--- config.mk ---
export PLATFORM = sky130hd
export DESIGN_NAME = mn_spike_counter
export DESIGN_NICKNAME = d
export VERILOG_FILES = /design/src/rtl/mn_spike_counter.sv
export SDC_FILE = /design/constraint.sdc
export NUM_CORES = 1
export LEC_CHECK = 0
export ABC_AREA = 1
export BUFFER_PORTS_ARGS = -buffer_cell sky130_fd_sc_hd__buf_2
export CAP_MARGIN = 20
export CORE_UTILIZATION = 55
export DETAILED_ROUTE_END_ITERATION = 8
export PLACE_DENSITY = 0.72
export SLEW_MARGIN = 15
export SYNTH_ARGS = -nofsm -noshare
export SYNTH_HDL_FRONTEND = slang
export SYNTH_SLANG_ARGS = --single-unit
--- constraint.sdc ---
create_clock -name neuron_clk -period 4 [get_ports neuron_clk]
set_clock_uncertainty 0.05 [all_clocks]
set_input_delay 0.2 -clock neuron_clk [delete_from_list [all_inputs] [get_ports neuron_clk]]
set_output_delay 0.2 -clock neuron_clk [all_outputs]
set_load 0.02 [all_outputs]
--- src/rtl/mn_spike_counter.sv ---
// Spike counter for the time-multiplexed motoneuron pool: sums sampled spikes per
// frame over a programmable window and publishes total and per-frame peak.
module mn_spike_counter #(
  parameter int unsigned NN           = 8,
  parameter logic [1:0]  SAMPLE_STATE = 2'h2,
  parameter int unsigned COUNT_W      = 32
) (
  input  logic               neuron_clk,
  input  logic               reset_sim_n,
  input  logic               i_enable,
  input  logic               MN_spike,
  input  logic [NN+2:0]      neuronCounter,
  input  logic [15:0]        i_window_frames,
  input  logic               count_ack,
  input  logic               clr_overrun,
  output logic [COUNT_W-1:0] spike_count_out,
  output logic [NN+1:0]      frame_peak_out,
  output logic               count_valid,
  output logic               overrun
);

  localparam int unsigned FW = NN + 2;

  typedef enum logic {
    ST_SYNC  = 1'b0,
    ST_COUNT = 1'b1
  } state_t;

  state_t             state_reg, state_next;
  logic [FW-1:0]      frame_acc_reg, frame_acc_next;
  logic [COUNT_W-1:0] win_acc_reg, win_acc_next;
  logic [FW-1:0]      peak_reg, peak_next;
  logic [15:0]        frame_cnt_reg, frame_cnt_next;
  logic [15:0]        win_len_reg, win_len_next;
  logic [COUNT_W-1:0] count_out_reg, count_out_next;
  logic [FW-1:0]      peak_out_reg, peak_out_next;
  logic               valid_reg, valid_next;
  logic               overrun_reg, overrun_next;

  logic               sample;
  logic               frame_end;
  logic               spike_hit;
  logic               window_end;
  logic               publish;
  logic [FW-1:0]      frame_total;
  logic [COUNT_W:0]   win_sum;
  logic [COUNT_W-1:0] win_sat;
  logic [FW-1:0]      peak_upd;
  logic [15:0]        win_len_req;

  assign sample      = (neuronCounter[1:0] == SAMPLE_STATE);
  assign frame_end   = &neuronCounter;
  assign spike_hit   = sample & MN_spike;

  // Frame total includes a spike sampled in the same cycle as frame_end.
  assign frame_total = frame_acc_reg + FW'(spike_hit);
  assign win_sum     = {1'b0, win_acc_reg} + (COUNT_W + 1)'(frame_total);
  assign win_sat     = win_sum[COUNT_W] ? {COUNT_W{1'b1}} : win_sum[COUNT_W-1:0];
  assign peak_upd    = (frame_total > peak_reg) ? frame_total : peak_reg;
  assign win_len_req = (i_window_frames == 16'd0) ? 16'd1 : i_window_frames;
  assign window_end  = frame_end && (frame_cnt_reg == (win_len_reg - 16'd1));

  always_ff @(posedge neuron_clk or negedge reset_sim_n) begin
    if (!reset_sim_n) begin
      state_reg     <= ST_SYNC;
      frame_acc_reg <= '0;
      win_acc_reg   <= '0;
      peak_reg      <= '0;
      frame_cnt_reg <= '0;
      win_len_reg   <= '0;
      count_out_reg <= '0;
      peak_out_reg  <= '0;
      valid_reg     <= 1'b0;
      overrun_reg   <= 1'b0;
    end else begin
      state_reg     <= state_next;
      frame_acc_reg <= frame_acc_next;
      win_acc_reg   <= win_acc_next;
      peak_reg      <= peak_next;
      frame_cnt_reg <= frame_cnt_next;
      win_len_reg   <= win_len_next;
      count_out_reg <= count_out_next;
      peak_out_reg  <= peak_out_next;
      valid_reg     <= valid_next;
      overrun_reg   <= overrun_next;
    end
  end

  always_comb begin
    state_next     = state_reg;
    frame_acc_next = frame_acc_reg;
    win_acc_next   = win_acc_reg;
    peak_next      = peak_reg;
    frame_cnt_next = frame_cnt_reg;
    win_len_next   = win_len_reg;
    publish        = 1'b0;

    case (state_reg)
      ST_SYNC: begin
        // Idle until a frame boundary so the first counted frame is complete.
        frame_acc_next = '0;
        win_acc_next   = '0;
        peak_next      = '0;
        frame_cnt_next = '0;
        if (frame_end && i_enable) begin
          state_next   = ST_COUNT;
          win_len_next = win_len_req;
        end
      end

      ST_COUNT: begin
        if (!i_enable) begin
          state_next     = ST_SYNC;
          frame_acc_next = '0;
          win_acc_next   = '0;
          peak_next      = '0;
          frame_cnt_next = '0;
        end else if (frame_end) begin
          frame_acc_next = '0;
          if (window_end) begin
            publish        = 1'b1;
            win_acc_next   = '0;
            peak_next      = '0;
            frame_cnt_next = '0;
            win_len_next   = win_len_req;
          end else begin
            win_acc_next   = win_sat;
            peak_next      = peak_upd;
            frame_cnt_next = frame_cnt_reg + 16'd1;
          end
        end else if (spike_hit) begin
          frame_acc_next = frame_acc_reg + FW'(1);
        end
      end

      default: begin
        state_next = ST_SYNC;
      end
    endcase
  end

  // Result holding register and handshake; a publish always wins over ack.
  always_comb begin
    count_out_next = count_out_reg;
    peak_out_next  = peak_out_reg;
    valid_next     = valid_reg;
    overrun_next   = overrun_reg;

    if (publish) begin
      count_out_next = win_sat;
      peak_out_next  = peak_upd;
      valid_next     = 1'b1;
    end else if (count_ack) begin
      valid_next     = 1'b0;
    end

    if (publish && valid_reg && !count_ack) begin
      overrun_next = 1'b1;
    end else if (clr_overrun) begin
      overrun_next = 1'b0;
    end
  end

  assign spike_count_out = count_out_reg;
  assign frame_peak_out  = peak_out_reg;
  assign count_valid     = valid_reg;
  assign overrun         = overrun_reg;

endmodule

==> flow_metrics.tcl <==
set metrics [dict create \
    final_cells 1418 \
    avgSynthCellArea_sq_um 6.998 \
    totalWireLength_um 19860 \
    final-hold-violation-count 0 \
    ios 77 \
    status "finished, final reports clean" \
    hold_depth 3 \
    cp-end-kind "flip-flop" \
    mostFrequentLayoutCell "nand2_1" \
    syn_inst 1135 \
    layout_common_cells "nand2_1, dfrtp_1, inv_1" \
    die_w_um 122.2 \
    io_buffers 76 \
    dieHeight_um 122.2 \
    drt-vias-per-instance 5.259 \
    cts.root.buffer_cell "clkbuf_16" \
    fmax_ghz 0.2879 \
    layout_min_cycle_time_ns 3.473 \
    vias 7457 \
    clk_latency_ns 0.43 \
    power_density_nw_per_um2 326.2 \
    setup_tns_ns 0 \
    drv_slew 0 \
    design_area_sq_um 9228 \
    period_share_pct 86.83 \
    hp-class "primary input to flip-flop" \
    core_sq_um 13990 \
    r2r_cells 15 \
    worstMarginPinSlew_ns 0.8109 \
    crit_arrival_ns 3.73 \
    placementRows 43 \
    rsz0062_at_grt "false" \
    num_antenna_cells 0 \
    wl_per_cell_um 14.00 \
    grt_max_degree 109 \
    timing.hold.ws_ns 0.01333 \
    cts_tree "done" \
    antenna_found_initial 0 \
    path_class "flip-flop to flip-flop" \
    hpwl_um 13780 \
    place_ws_ns 0.2874 \
    postRouteAntennaNets 0 \
    start_kind "flip-flop" \
    nNetsFinal 1286 \
    worstPathRequired_ns 4.26 \
    post_cts_buffers 0 \
    critical_path.slowest_cell "dfrtp_1" \
    grt_pass1_wl_um 33520 \
    crit_chain "inv_1 -> nor3_1 -> nand3_1 -> xnor2_1 -> ha_1 -> a21oi_1 -> or2_2 -> nor2_1 -> inv_1 -> nand2_1 -> nand3_1 -> buf_4 -> nand3_1 -> nand2_1 -> nand2_1" \
    start_util_pct 56.78 \
    grt_pass1_vias 6980 \
    syn_area_sq_um 7943 \
    cts_buffer_depth 2 \
    ys_ff_latch 129 \
    setup_viol 0 \
    drv_cap 0 \
    firstDrtPassIters 5 \
    ys_warn_count 0 \
    dieArea_sq_um 14930 \
    clk_pin_slew_ns 0.06 \
    synth.net_count 1194 \
    crit_fanout 26 \
    max_slew_margin_pct 45.86 \
    setup_slack_ns 0.5268 \
    drt_drc_violations_left 0 \
    htreeDepth 4 \
    placed_area_sq_um 8417 \
    cts.sinks 129 \
    place_congestion 0.9533 \
    numCtsBuffers 17 \
    gr-usage-all-layers_pct 28.95 \
    dp.cells 1369 \
    max_stage_delay_ns 0.46 \
    power.total_mw 3.010 \
    drive_gt1_share_pct 10.50 \
    ys_types 34 \
    final_util_pct 65.97 \
    grt-ovfl-total 0 \
    yosysSeqAreaShare_pct 40.64 \
    syn_to_final_growth_pct 16.18 \
    drtIter0Drc 581 \
    vdd_ir_drop_max_v 0.0002614 \
    power.leakage_nw 5.132 \
]
worst paths after layout:
kind,from,to,slack [ns]
min in group asynchronous,reset_sim_n,frame_peak_out[5],0.25
min,i_window_frames[4],win_len_reg[4],0.01
max reg2reg,frame_acc_reg[3],win_acc_reg[6],0.53
min reg2reg,frame_peak_out[1],frame_peak_out[1],0.42
max,frame_acc_reg[3],win_acc_reg[6],0.53
max in group asynchronous,reset_sim_n,spike_count_out[28],2.67
cells in the mapped netlist, drive strengths merged:
cell type	number	area [sq um]
nand2	487	1858
dfrtp	129	3228
inv	113	424.2
nor2	91	372.9
nand3	85	425.4
xor2	32	280.3
o21ai	28	140.1
a21oi	27	135.1
ha	25	312.8
nor3	20	100.1
buf	15	137.6
clkbuf	14	52.55
nand4	14	87.58
nor4	13	81.33
o22ai	10	62.56
or2	7	43.79
nand3b	6	45.04
xnor2	5	43.79
a21o	3	22.52
a31oi	2	12.51
o21bai	2	15.01
a211oi	1	7.510
a41o	1	10.01
and2	1	6.260
and3	1	6.260
clkinv	1	3.750
fa	1	20.02
nor3b	1	7.510
worst max-delay path, delay by kind of cell, from the launching register on:
family	cells	cell delay (ns)
compound gates	1	0.35
xor+xnor	1	0.44
fa+ha+maj	1	0.39
flops	1	0.46
buf+inv	3	0.46
simple gates	9	1.18
power by group:
group / switching (mW) / internal (mW)
Clock: 0.575 / 1.02
Combinational: 0.0638 / 0.0422
Sequential: 0.00209 / 1.31
Total: 0.641 / 2.37
final cells by class:
type,instances,area (sq um)
well taps,180,225.2
inverters,114,427.9
fillers,1273,4761
multi-input cells,863,4096
clock buffers,21,470.5
flip-flops and latches,129,3228
clock inverters,9,132.6
repair buffers,102,646.9
what timing repair did:
action	4_1_cts	5_1_grt
endpoints found under the hold margin	124	0
gates resized for setup	0	0
hold buffers	18	0
logic make-up after synthesis:
| logic type | share of synthesized area [%] |
|---|---|
| xor+xnor | 4.080 |
| flops | 40.64 |
| simple gates | 38.20 |
| buf+inv | 7.782 |
| compound gates | 5.104 |
| fa+ha+maj | 4.190 |
per-layer routing:
metal	global-route usage [%]	wire, um
met1	41.97	9775
met2	43.22	8680
met3	5.243	1061
met4	10.29	338
met5	0	0
Power figures use the tool's default switching activity.
